### config.mk
export PLATFORM = sky130hd
export DESIGN_NAME = ism330_spi_master_flat
export DESIGN_NICKNAME = d
export VERILOG_FILES = /design/src/rtl/ism330_spi_master_pkg.sv /design/src/rtl/ism330_spi_master_if.sv /design/src/rtl/ism330_spi_master_ticker.sv /design/src/rtl/ism330_spi_master.sv /design/src/flat_wrapper.sv
export SDC_FILE = /design/constraint.sdc
export NUM_CORES = 1
export LEC_CHECK = 0
export CORE_MARGIN = 1.5
export CORE_UTILIZATION = 57
export DETAILED_ROUTE_END_ITERATION = 8
export GPL_TIMING_DRIVEN = 0
export PLACE_DENSITY = 0.83
export SYNTH_ARGS = -nofsm -noshare
export SYNTH_HDL_FRONTEND = slang
export SYNTH_SLANG_ARGS = --single-unit
### constraint.sdc
create_clock -name clk -period 4.34 [get_ports clk]
set_input_delay 0.651 -clock clk [delete_from_list [all_inputs] [get_ports clk]]
set_output_delay 0.651 -clock clk [all_outputs]
set_load 0.02 [all_outputs]
### src/rtl/ism330_spi_master_pkg.sv
// Shared constants and types for the ISM330DHCX SPI initiator.
// Register map subset plus the frame-sequencer state encoding.
package ism330_pkg;

    localparam logic [6:0] WHO_AM_I     = 7'h0F;
    localparam logic [7:0] WHO_AM_I_VAL = 8'h6B;
    localparam logic [6:0] CTRL1_XL     = 7'h10;
    localparam logic [6:0] CTRL2_G      = 7'h11;
    localparam logic [6:0] OUTX_L_G     = 7'h22;
    localparam logic [6:0] OUTX_L_A     = 7'h28;

    localparam logic SPI_READ = 1'b1;

    typedef enum logic [2:0] {
        IDLE,
        SETUP,
        SHIFT,
        HOLD,
        GAP
    } spi_state_t;

    function automatic logic [7:0] cmd_byte(input logic rw, input logic [6:0] addr);
        return {rw, addr};
    endfunction

endpackage

### src/rtl/ism330_spi_master_if.sv
// Command/response handshake between a register client and the SPI initiator.
// The master modport is the client side, the slave modport the initiator side.
interface ism330_spi_master_if;

    logic        cmd_valid;
    logic        cmd_ready;
    logic        cmd_rw;
    logic [6:0]  cmd_addr;
    logic        cmd_len;
    logic [7:0]  cmd_wdata;
    logic        rsp_valid;
    logic [15:0] rsp_data;
    logic        busy;

    modport master (
        output cmd_valid, cmd_rw, cmd_addr, cmd_len, cmd_wdata,
        input  cmd_ready, rsp_valid, rsp_data, busy
    );

    modport slave (
        input  cmd_valid, cmd_rw, cmd_addr, cmd_len, cmd_wdata,
        output cmd_ready, rsp_valid, rsp_data, busy
    );

endinterface

### src/rtl/ism330_spi_master_ticker.sv
// Free-running divider that emits a one-cycle tick every CLK_DIV enabled cycles.
// Paces each SCK half-period of the SPI initiator.
module spi_half_period_ticker #(
    parameter int unsigned CLK_DIV = 4
) (
    input  logic clk,
    input  logic rst,
    input  logic clear,
    input  logic enable,
    output logic tick
);

    localparam int unsigned W = $clog2(CLK_DIV);
    localparam logic [W-1:0] LAST = W'(CLK_DIV - 1);

    logic [W-1:0] cnt_q;
    logic [W-1:0] cnt_d;

    always_comb begin
        cnt_d = cnt_q;
        if (clear) begin
            cnt_d = '0;
        end else if (enable) begin
            cnt_d = (cnt_q == LAST) ? '0 : cnt_q + 1'b1;
        end
    end

    always_ff @(posedge clk or posedge rst) begin
        if (rst) begin
            cnt_q <= '0;
        end else begin
            cnt_q <= cnt_d;
        end
    end

    assign tick = enable && !clear && (cnt_q == LAST);

endmodule

### src/rtl/ism330_spi_master.sv
// Mode-0 SPI initiator for the ISM330DHCX: one register command per CS frame,
// with auto-incremented 2-byte reads returned as a little-endian 16-bit word.
module ism330_spi_master
    import ism330_pkg::*;
#(
    parameter int unsigned CLK_DIV  = 4,
    parameter int unsigned CS_SETUP = 2,
    parameter int unsigned CS_HOLD  = 2,
    parameter int unsigned CS_GAP   = 4
) (
    input  logic                 clk,
    input  logic                 rst,
    ism330_spi_master_if.slave   bus,
    output logic                 spi_sck,
    output logic                 spi_cs,
    output logic                 spi_mosi,
    input  logic                 spi_miso
);

    if (CLK_DIV < 2 || CS_SETUP < 1 || CS_HOLD < 1 || CS_GAP < 1) begin : g_param_check
        $error("ism330_spi_master: CLK_DIV must be >= 2 and CS_* timings >= 1");
    end

    localparam logic [7:0] SETUP_LAST = 8'(CS_SETUP - 1);
    localparam logic [7:0] HOLD_LAST  = 8'(CS_HOLD - 1);
    localparam logic [7:0] GAP_LAST   = 8'(CS_GAP - 1);

    spi_state_t  state_q, state_d;
    logic [7:0]  cnt_q, cnt_d;
    logic [4:0]  bit_cnt_q, bit_cnt_d;
    logic [23:0] tx_q, tx_d;
    logic [15:0] rx_q, rx_d;
    logic        rw_q, rw_d;
    logic        len2_q, len2_d;
    logic        sck_q, sck_d;
    logic        cs_q, cs_d;
    logic        mosi_q, mosi_d;
    logic        rsp_valid_q, rsp_valid_d;
    logic [15:0] rsp_data_q, rsp_data_d;
    logic        busy_q, busy_d;

    logic cmd_ready;
    logic tick;
    logic last_bit;

    spi_half_period_ticker #(.CLK_DIV(CLK_DIV)) u_ticker (
        .clk    (clk),
        .rst    (rst),
        .clear  (state_q != SHIFT),
        .enable (state_q == SHIFT),
        .tick   (tick)
    );

    assign cmd_ready = (state_q == IDLE) && !rst;
    assign last_bit  = len2_q ? (bit_cnt_q == 5'd23) : (bit_cnt_q == 5'd15);

    always_comb begin
        state_d     = state_q;
        cnt_d       = cnt_q;
        bit_cnt_d   = bit_cnt_q;
        tx_d        = tx_q;
        rx_d        = rx_q;
        rw_d        = rw_q;
        len2_d      = len2_q;
        sck_d       = sck_q;
        cs_d        = cs_q;
        mosi_d      = mosi_q;
        rsp_valid_d = 1'b0;
        rsp_data_d  = rsp_data_q;
        busy_d      = busy_q;

        case (state_q)
            IDLE: begin
                if (bus.cmd_valid && cmd_ready) begin
                    rw_d      = bus.cmd_rw;
                    len2_d    = bus.cmd_rw & bus.cmd_len;
                    tx_d      = {cmd_byte(bus.cmd_rw, bus.cmd_addr),
                                 bus.cmd_rw ? 16'h0000 : {bus.cmd_wdata, 8'h00}};
                    cs_d      = 1'b0;
                    busy_d    = 1'b1;
                    cnt_d     = '0;
                    bit_cnt_d = '0;
                    state_d   = SETUP;
                end
            end
            SETUP: begin
                if (cnt_q == SETUP_LAST) begin
                    cnt_d   = '0;
                    mosi_d  = tx_q[23];
                    state_d = SHIFT;
                end else begin
                    cnt_d = cnt_q + 8'd1;
                end
            end
            SHIFT: begin
                // tick closes a half-period: low half ends in a rise, high half in a fall
                if (tick) begin
                    if (!sck_q) begin
                        sck_d = 1'b1;
                        rx_d  = {rx_q[14:0], spi_miso};
                    end else begin
                        sck_d = 1'b0;
                        if (last_bit) begin
                            mosi_d  = 1'b0;
                            state_d = HOLD;
                        end else begin
                            bit_cnt_d = bit_cnt_q + 5'd1;
                            tx_d      = {tx_q[22:0], 1'b0};
                            mosi_d    = tx_q[22];
                        end
                    end
                end
            end
            HOLD: begin
                if (cnt_q == HOLD_LAST) begin
                    cnt_d   = '0;
                    cs_d    = 1'b1;
                    state_d = GAP;
                    if (rw_q) begin
                        rsp_valid_d = 1'b1;
                        rsp_data_d  = len2_q ? {rx_q[7:0], rx_q[15:8]} : {8'h00, rx_q[7:0]};
                    end
                end else begin
                    cnt_d = cnt_q + 8'd1;
                end
            end
            GAP: begin
                if (cnt_q == GAP_LAST) begin
                    cnt_d   = '0;
                    busy_d  = 1'b0;
                    state_d = IDLE;
                end else begin
                    cnt_d = cnt_q + 8'd1;
                end
            end
            default: state_d = IDLE;
        endcase
    end

    always_ff @(posedge clk or posedge rst) begin
        if (rst) begin
            state_q     <= IDLE;
            cnt_q       <= '0;
            bit_cnt_q   <= '0;
            tx_q        <= '0;
            rx_q        <= '0;
            rw_q        <= 1'b0;
            len2_q      <= 1'b0;
            sck_q       <= 1'b0;
            cs_q        <= 1'b1;
            mosi_q      <= 1'b0;
            rsp_valid_q <= 1'b0;
            rsp_data_q  <= '0;
            busy_q      <= 1'b0;
        end else begin
            state_q     <= state_d;
            cnt_q       <= cnt_d;
            bit_cnt_q   <= bit_cnt_d;
            tx_q        <= tx_d;
            rx_q        <= rx_d;
            rw_q        <= rw_d;
            len2_q      <= len2_d;
            sck_q       <= sck_d;
            cs_q        <= cs_d;
            mosi_q      <= mosi_d;
            rsp_valid_q <= rsp_valid_d;
            rsp_data_q  <= rsp_data_d;
            busy_q      <= busy_d;
        end
    end

    assign spi_sck       = sck_q;
    assign spi_cs        = cs_q;
    assign spi_mosi      = mosi_q;
    assign bus.cmd_ready = cmd_ready;
    assign bus.rsp_valid = rsp_valid_q;
    assign bus.rsp_data  = rsp_data_q;
    assign bus.busy      = busy_q;

endmodule

### src/flat_wrapper.sv
// flat-port wrapper written by rule: the top's interface ports become plain ports
module ism330_spi_master_flat import ism330_pkg::*;
#(
    parameter int unsigned CLK_DIV  = 4,
    parameter int unsigned CS_SETUP = 2,
    parameter int unsigned CS_HOLD  = 2,
    parameter int unsigned CS_GAP   = 4
)
  (clk, rst, spi_sck, spi_cs, spi_mosi, spi_miso, bus_cmd_valid, bus_cmd_rw, bus_cmd_addr, bus_cmd_len, bus_cmd_wdata, bus_cmd_ready, bus_rsp_valid, bus_rsp_data, bus_busy);
  ism330_spi_master_if bus_i ();
  input  logic clk;
  input  logic rst;
  output logic spi_sck;
  output logic spi_cs;
  output logic spi_mosi;
  input  logic spi_miso;
  input wire logic [$bits(bus_i.cmd_valid)-1:0] bus_cmd_valid;
  input wire logic [$bits(bus_i.cmd_rw)-1:0] bus_cmd_rw;
  input wire logic [$bits(bus_i.cmd_addr)-1:0] bus_cmd_addr;
  input wire logic [$bits(bus_i.cmd_len)-1:0] bus_cmd_len;
  input wire logic [$bits(bus_i.cmd_wdata)-1:0] bus_cmd_wdata;
  output wire logic [$bits(bus_i.cmd_ready)-1:0] bus_cmd_ready;
  output wire logic [$bits(bus_i.rsp_valid)-1:0] bus_rsp_valid;
  output wire logic [$bits(bus_i.rsp_data)-1:0] bus_rsp_data;
  output wire logic [$bits(bus_i.busy)-1:0] bus_busy;
  assign bus_i.cmd_valid = bus_cmd_valid;
  assign bus_i.cmd_rw = bus_cmd_rw;
  assign bus_i.cmd_addr = bus_cmd_addr;
  assign bus_i.cmd_len = bus_cmd_len;
  assign bus_i.cmd_wdata = bus_cmd_wdata;
  assign bus_cmd_ready = bus_i.cmd_ready;
  assign bus_rsp_valid = bus_i.rsp_valid;
  assign bus_rsp_data = bus_i.rsp_data;
  assign bus_busy = bus_i.busy;
  ism330_spi_master #(.CLK_DIV(CLK_DIV), .CS_SETUP(CS_SETUP), .CS_HOLD(CS_HOLD), .CS_GAP(CS_GAP)) u_core (.clk(clk), .rst(rst), .bus(bus_i), .spi_sck(spi_sck), .spi_cs(spi_cs), .spi_mosi(spi_mosi), .spi_miso(spi_miso));
endmodule
# --- Word-level counts from Yosys, hierarchy flattened ---
# Index checks and enable logic that the tools add are counted.
classes:
  div: 0
  bitwise_logic: 2
  order_cmp: 0
  add_sub_neg: 3
  reduce_logical: 24
  shifts: 0
  eq_ne: 18
  n_mux: 43
  n_mul: 0
ops:
  columns: ["operator", "n"]
  rows:
  - ["two-way mux 24 bit", 4]
  - ["case mux 24 bit (2 select lines)", 1]
  - ["two-way mux 16 bit", 2]
  - ["two-way mux 8 bit", 3]
  - ["case mux 8 bit (3 select lines)", 1]
  - ["two-way mux 3 bit", 7]
  - ["two-way mux 5 bit", 4]
  - ["case mux 3 bit (5 select lines)", 1]
  - ["two-way mux 1 bit", 13]
  - ["inequality test 2 x 1 -> 1 bit, second input constant", 6]
  - ["AND reduction 3 bit", 4]
  - ["case mux 5 bit (2 select lines)", 1]
  - ["nonzero test 2 bit", 5]
  - ["adder 8 x 1 -> 8 bit, second input constant", 1]
  - ["== test 8 x 1 -> 1 bit, second input constant", 1]
  - ["== test 8 x 2 -> 1 bit, second input constant", 1]
  - ["AND reduction 7 bit", 1]
  - ["== test 3 x 2 -> 1 bit, second input constant", 2]
  - ["two-way mux 2 bit", 3]
  - ["case mux 1 bit (2 select lines)", 3]
  - ["AND reduction 2 bit", 3]
  - ["adder 5 x 1 -> 5 bit, second input constant", 1]
  - ["== test 5 x 4 -> 1 bit, second input constant", 1]
  - ["== test 5 bit, second input constant", 1]
  - ["15 further kinds", 20]
word_totals:
  word_cells: 104
  latch_bits: 0
  n_memories: 0
  mem_bits_ro: 0
  reg_bits: 81
  out_inout_bits: 22
  mem_bits_rw: 0

# --- Longest topological paths before layout ---
logic_depth:
  ltp_word: 6
  ltp_mapped: 7
  ltp_nobuf: 6

# --- Hierarchy ---
# A second synthesis with hierarchy kept.
hier_totals:
  hier_cells: 331
  area_unflattened_um2: 3592.2
by_module_without_submodules:
  columns: ["mod", "n_inst", "cells_per_inst", "area_per_inst_um2", "seq_area_each_um2"]
  rows:
  - ["ism330_spi_master", 1, 320, 3480.8, 1778.0]
  - ["spi_half_period_ticker", 1, 11, 111.4, 50.0]

# --- Worst setup path after synthesis ---
# OpenSTA, ideal clock, no wires.
synth_timing:
  kind: "input-to-reg"
  from: "input bus_cmd_valid"
  to: "register u_core.tx_q[10]"
  path_buffers: 1
  stages: 5
  t_arrival_ps: 1959
  setup_slack_ps: 2256
  path_cell_list: "nor3b_2 > o21ai_2 > nor2_4 > buf_6 > mux2_4"
synth_between:
  elab_chain_cells: 3
synth_rtl:
  columns: ["item", "line", "source"]
  rows:
  - ["start: declaration", "flat_wrapper.sv:17", "input wire logic [$bits(bus_i.cmd_valid)-1:0] bus_cmd_valid;"]
  - ["logical AND 1 bit", "ism330_spi_master.sv:74", "if (bus.cmd_valid && cmd_ready) begin"]
  - ["inequality test 2 bit (no line)", null, null]
  - ["AND reduction 5 bit (no line)", null, null]
  - ["end signal: assignment", "ism330_spi_master.sv:159", "tx_q <= tx_d;"]
  - ["end: declaration", "ism330_spi_master.sv:31", "logic [23:0] tx_q, tx_d;"]
# No other way between the ends.
# A chain may end at the register's enable or synchronous reset.

# --- Worst setup path in the final report ---
layout_timing:
  from: "input rst"
  to: "output bus_cmd_ready"
layout_between:
  elab_chain_cells: 2
layout_rtl:
  columns: ["item", "line", "source"]
  rows:
  - ["start: declaration", "flat_wrapper.sv:12", "input logic rst;"]
  - ["logical NOT 1 bit", "ism330_spi_master.sv:54", "assign cmd_ready = (state_q == IDLE) && !rst;"]
  - ["logical AND 1 bit", "ism330_spi_master.sv:54", null]
  - ["end: declaration", "flat_wrapper.sv:22", "output wire logic [$bits(bus_i.cmd_ready)-1:0] bus_cmd_ready;"]
# No other way between the ends.

==> results.cfg <==
[outcome]
status = finished, final reports clean

[sta]
worst_pin_slew_ns = 0.9615
hold_viol_final = 0
fin_skew_ns = 0.005836
finalSetupViolCount = 0
whs_ns = 0.4528
fmax_mhz = 374.5
relSlewSlack_pct = 35.51
grt_setup_unrepaired = no
slew_viol_final = 0
fin_crit_ns = 2.670
tns_ns = 0
period_share_pct = 61.53

[power]
ir_drop_mv = 0.3377
p_switching_mw = 0.6881
seqPwrFrac_pct = 41.0
p_int_mw = 1.507
leakage_nw = 1.893
power.share.clock_pct = 29.1
combPwrFrac_pct = 29.9
power_density_mw_per_mm2 = 515.2
finalPower_mw = 2.195
switching_share_pct = 31.35

[final_layout]
fillers = 443
n_antenna_cell = 0
multi_input_area_mm2 = 0.001558
regArea_mm2 = 0.001828
area_growth_pct = 21.69
drive_above_1_share_pct = 19.90
final_common_cell = dfrtp_1
final_net_count = 402
final_core_util_pct = 71.96
final_cell_mix = 72 x dfrtp_1, 65 x nand2_1, 42 x clkdlybuf4s50_1

[placed_design]
place.gp.congestion = 0.8549
hpwlAfterDp_um = 4570
io_buffers = 42

[yosys]
yosysUniqueCellTypes = 55
synth_area_mm2 = 0.003501
yosysTopAreaCell = dfrtp_1
yosysWarnings = 0
synth.area.top_cells = dfrtp_1 51%, mux2_2 10%, nand2_1 7.0%, o21ai_0 4.1%, mux2_4 3.0%
syn_inst = 324
yosys_most_used_dff = dfrtp_1
synth-edff-count = 0
synth_fp_nets = 349
synth_top_area_share_pct = 51.47
syn_area_per_cell_um2 = 10.81
ys_seq_elements = 73
ys_seq_area_share_pct = 52.22
ys_async_sr_fraction_pct = 100.0

[detailed_routing]
finalWirelength_um = 6687
vias = 2606
first_pass_iters = 4
wl_per_cell_um = 14.63
vias_per_cell = 5.702
drtIter0Drc = 171
drcViolationCount = 0
ant_nets = 0

[grt]
grtUsageMet1_pct = 30.40
antenna_found_initial = 0
grt_max_degree = 74
grt_usage_pct = 23.00
grt_busiest_layer = met2
grt_pass1_vias = 2556
grt_util_met3_pct = 4.270
gr-total-overflow = 0
grt_pass1_wl_um = 11540
use_met2_pct = 36.45

[worst_setup_path]
crit_family = buffers and inverters
cp_cell_sequence = clkdlybuf4s50_1 > nor4_1 > clkdlybuf4s50_1
crit_start = rst
path_common_cell = clkdlybuf4s50_1
path_class = in2out
critPathArrivalTime_ns = 2.02
crit_required_ns = 3.69
r2r-start = u_core.cnt_q[0]
cp-end-kind = output pin
cp_slowest_cell = clkdlybuf4s50_1
crit_buf_inv = 2
critPathMaxStageDelay_ns = 0.65
reg2reg_depth = 5
worst-path-max-fanout = 4
r2r_slack_ns = 2.11
critPathLaunchType = input pin
reg2reg_to = u_core.state_q[2]

[clock_network]
numCtsBuffers = 9
clk_pin_slew_ns = 0.07
cts-resized-gates = 0
htree_levels = 3
postCtsSetupBuffers = 0
cts_hold_buffers = 0
ctsLongestPathBuffers = 2
cts_root_buf = clkbuf_8
cts_tree = yes
clk_latency_ns = 0.34
clock_sinks = 73

[die]
fp.dieW_um = 81.37
initial_utilization_pct = 59.13
io_pins = 43
die-area_mm2 = 0.006621
dieHeight_um = 81.37
num_rows = 28
design.core.area_mm2 = 0.005921

[hold_path]
holdCritPathClass = reg2reg
hold_start = u_core.u_ticker.cnt_q[0]
worstHoldPathCells = 1
hold_path_end = u_core.u_ticker.cnt_q[0]

[flow_run]
drv_cap = 0
## registers in the layout (all words and copies together) (netlist names), 2 cells and up
| signal | count |
|---|---|
| u_core.state_q | 3 |
| u_core.rx_q | 16 |
| u_core.u_ticker.cnt_q | 2 |
| u_core.cnt_q | 8 |
| u_core.bit_cnt_q | 5 |
| u_core.bus.rsp_data | 16 |
| u_core.tx_q | 16 |
## logic make-up (layout without fill, tap and decap cells)
| logic type | count (synthesis) | in the layout | share of synthesized area [%] |
|---|---|---|---|
| buf+inv | 24 | 82 | 3.288 |
| simple gates | 107 | 107 | 14.65 |
| xor+xnor | 1 | 1 | 0.2502 |
| flops | 73 | 73 | 52.22 |
| mux | 47 | 47 | 15.58 |
| fa+ha+maj | 4 | 4 | 1.430 |
| compound gates | 68 | 68 | 12.58 |
## power groups by stage
| stage | Clock [mW] | Combinational [mW] | Sequential [mW] |
|---|---|---|---|
| finish | 0.639 | 0.657 | 0.899 |
| global route | 0.677 | 0.727 | 0.914 |
| CTS | 0.646 | 0.660 | 0.898 |
| detailed placement | 0 | 0.657 | 0.910 |
| global placement | 0 | 0.634 | 0.903 |
| floorplan | 0 | 0.483 | 0.901 |
## cells in the mapped netlist (all sizes together), types with 2 or more instances
| cell | instances |
|---|---|
| o22ai | 5 |
| nor3b | 3 |
| nand2 | 65 |
| o21ai | 31 |
| mux2i | 8 |
| and2 | 6 |
| nor3 | 2 |
| a31oi | 3 |
| buf | 9 |
| nor2 | 9 |
| nand3 | 7 |
| o31ai | 4 |
| o41ai | 2 |
| a211oi | 4 |
| nor4 | 3 |
| or3b | 2 |
| clkbuf | 5 |
| a21o | 3 |
| o21a | 2 |
| nor2b | 2 |
| mux2 | 39 |
| ha | 4 |
| a21oi | 7 |
| dfrtp | 72 |
| inv | 9 |
| and3 | 2 |
| nand4 | 2 |
## worst max-delay path by stage
stage / endpoint / slack (ns) / depth (start not counted)
finish: bus_cmd_ready / 1.67 / 3
global route: bus_cmd_ready / 1.57 / 3
CTS: bus_cmd_ready / 1.65 / 3
detailed placement: u_core.tx_q[14] / 1.45 / 6
global placement: u_core.bus.rsp_valid / 0.59 / 2
floorplan: u_core.bit_cnt_q[0] / 1.84 / 1
## worst reg2reg max path, stage by stage (launching register included)
cell      delay [ns]
dfrtp_1         0.44
ha_1            0.23
nor3b_1         0.20
a211oi_1        0.84
nor2_1          0.20
a21o_1          0.23
## area by class of cell
type | count | area share [%]
Buffer | 14 | 1.821
Clock buffer | 10 | 3.231
Clock inverter | 6 | 2.467
Inverter | 10 | 0.9398
Multi-Input combinational cell | 227 | 36.56
Sequential cell | 73 | 42.91
Tap cell | 75 | 2.203
Timing Repair Buffer | 42 | 9.868
## metal layers
metal  vias to the layer above  routed length (µm)
li1                       1262                   -
met1                      1273                3085
met2                        58                3251
met3                        13                 228
met4                         0                 121
met5                         -                   0
## stage by stage
step           instances  instance area, µm²  setup WS (ns)
2_1_floorplan        324                3501          1.837
5_1_grt              457                4260          1.568
3_5_place_dp         441                4018          1.446
4_1_cts              457                4260          1.650
6_report             457                4260          1.670
3_3_place_gp         441                4015         0.5902
Power figures use the tool's default switching activity.
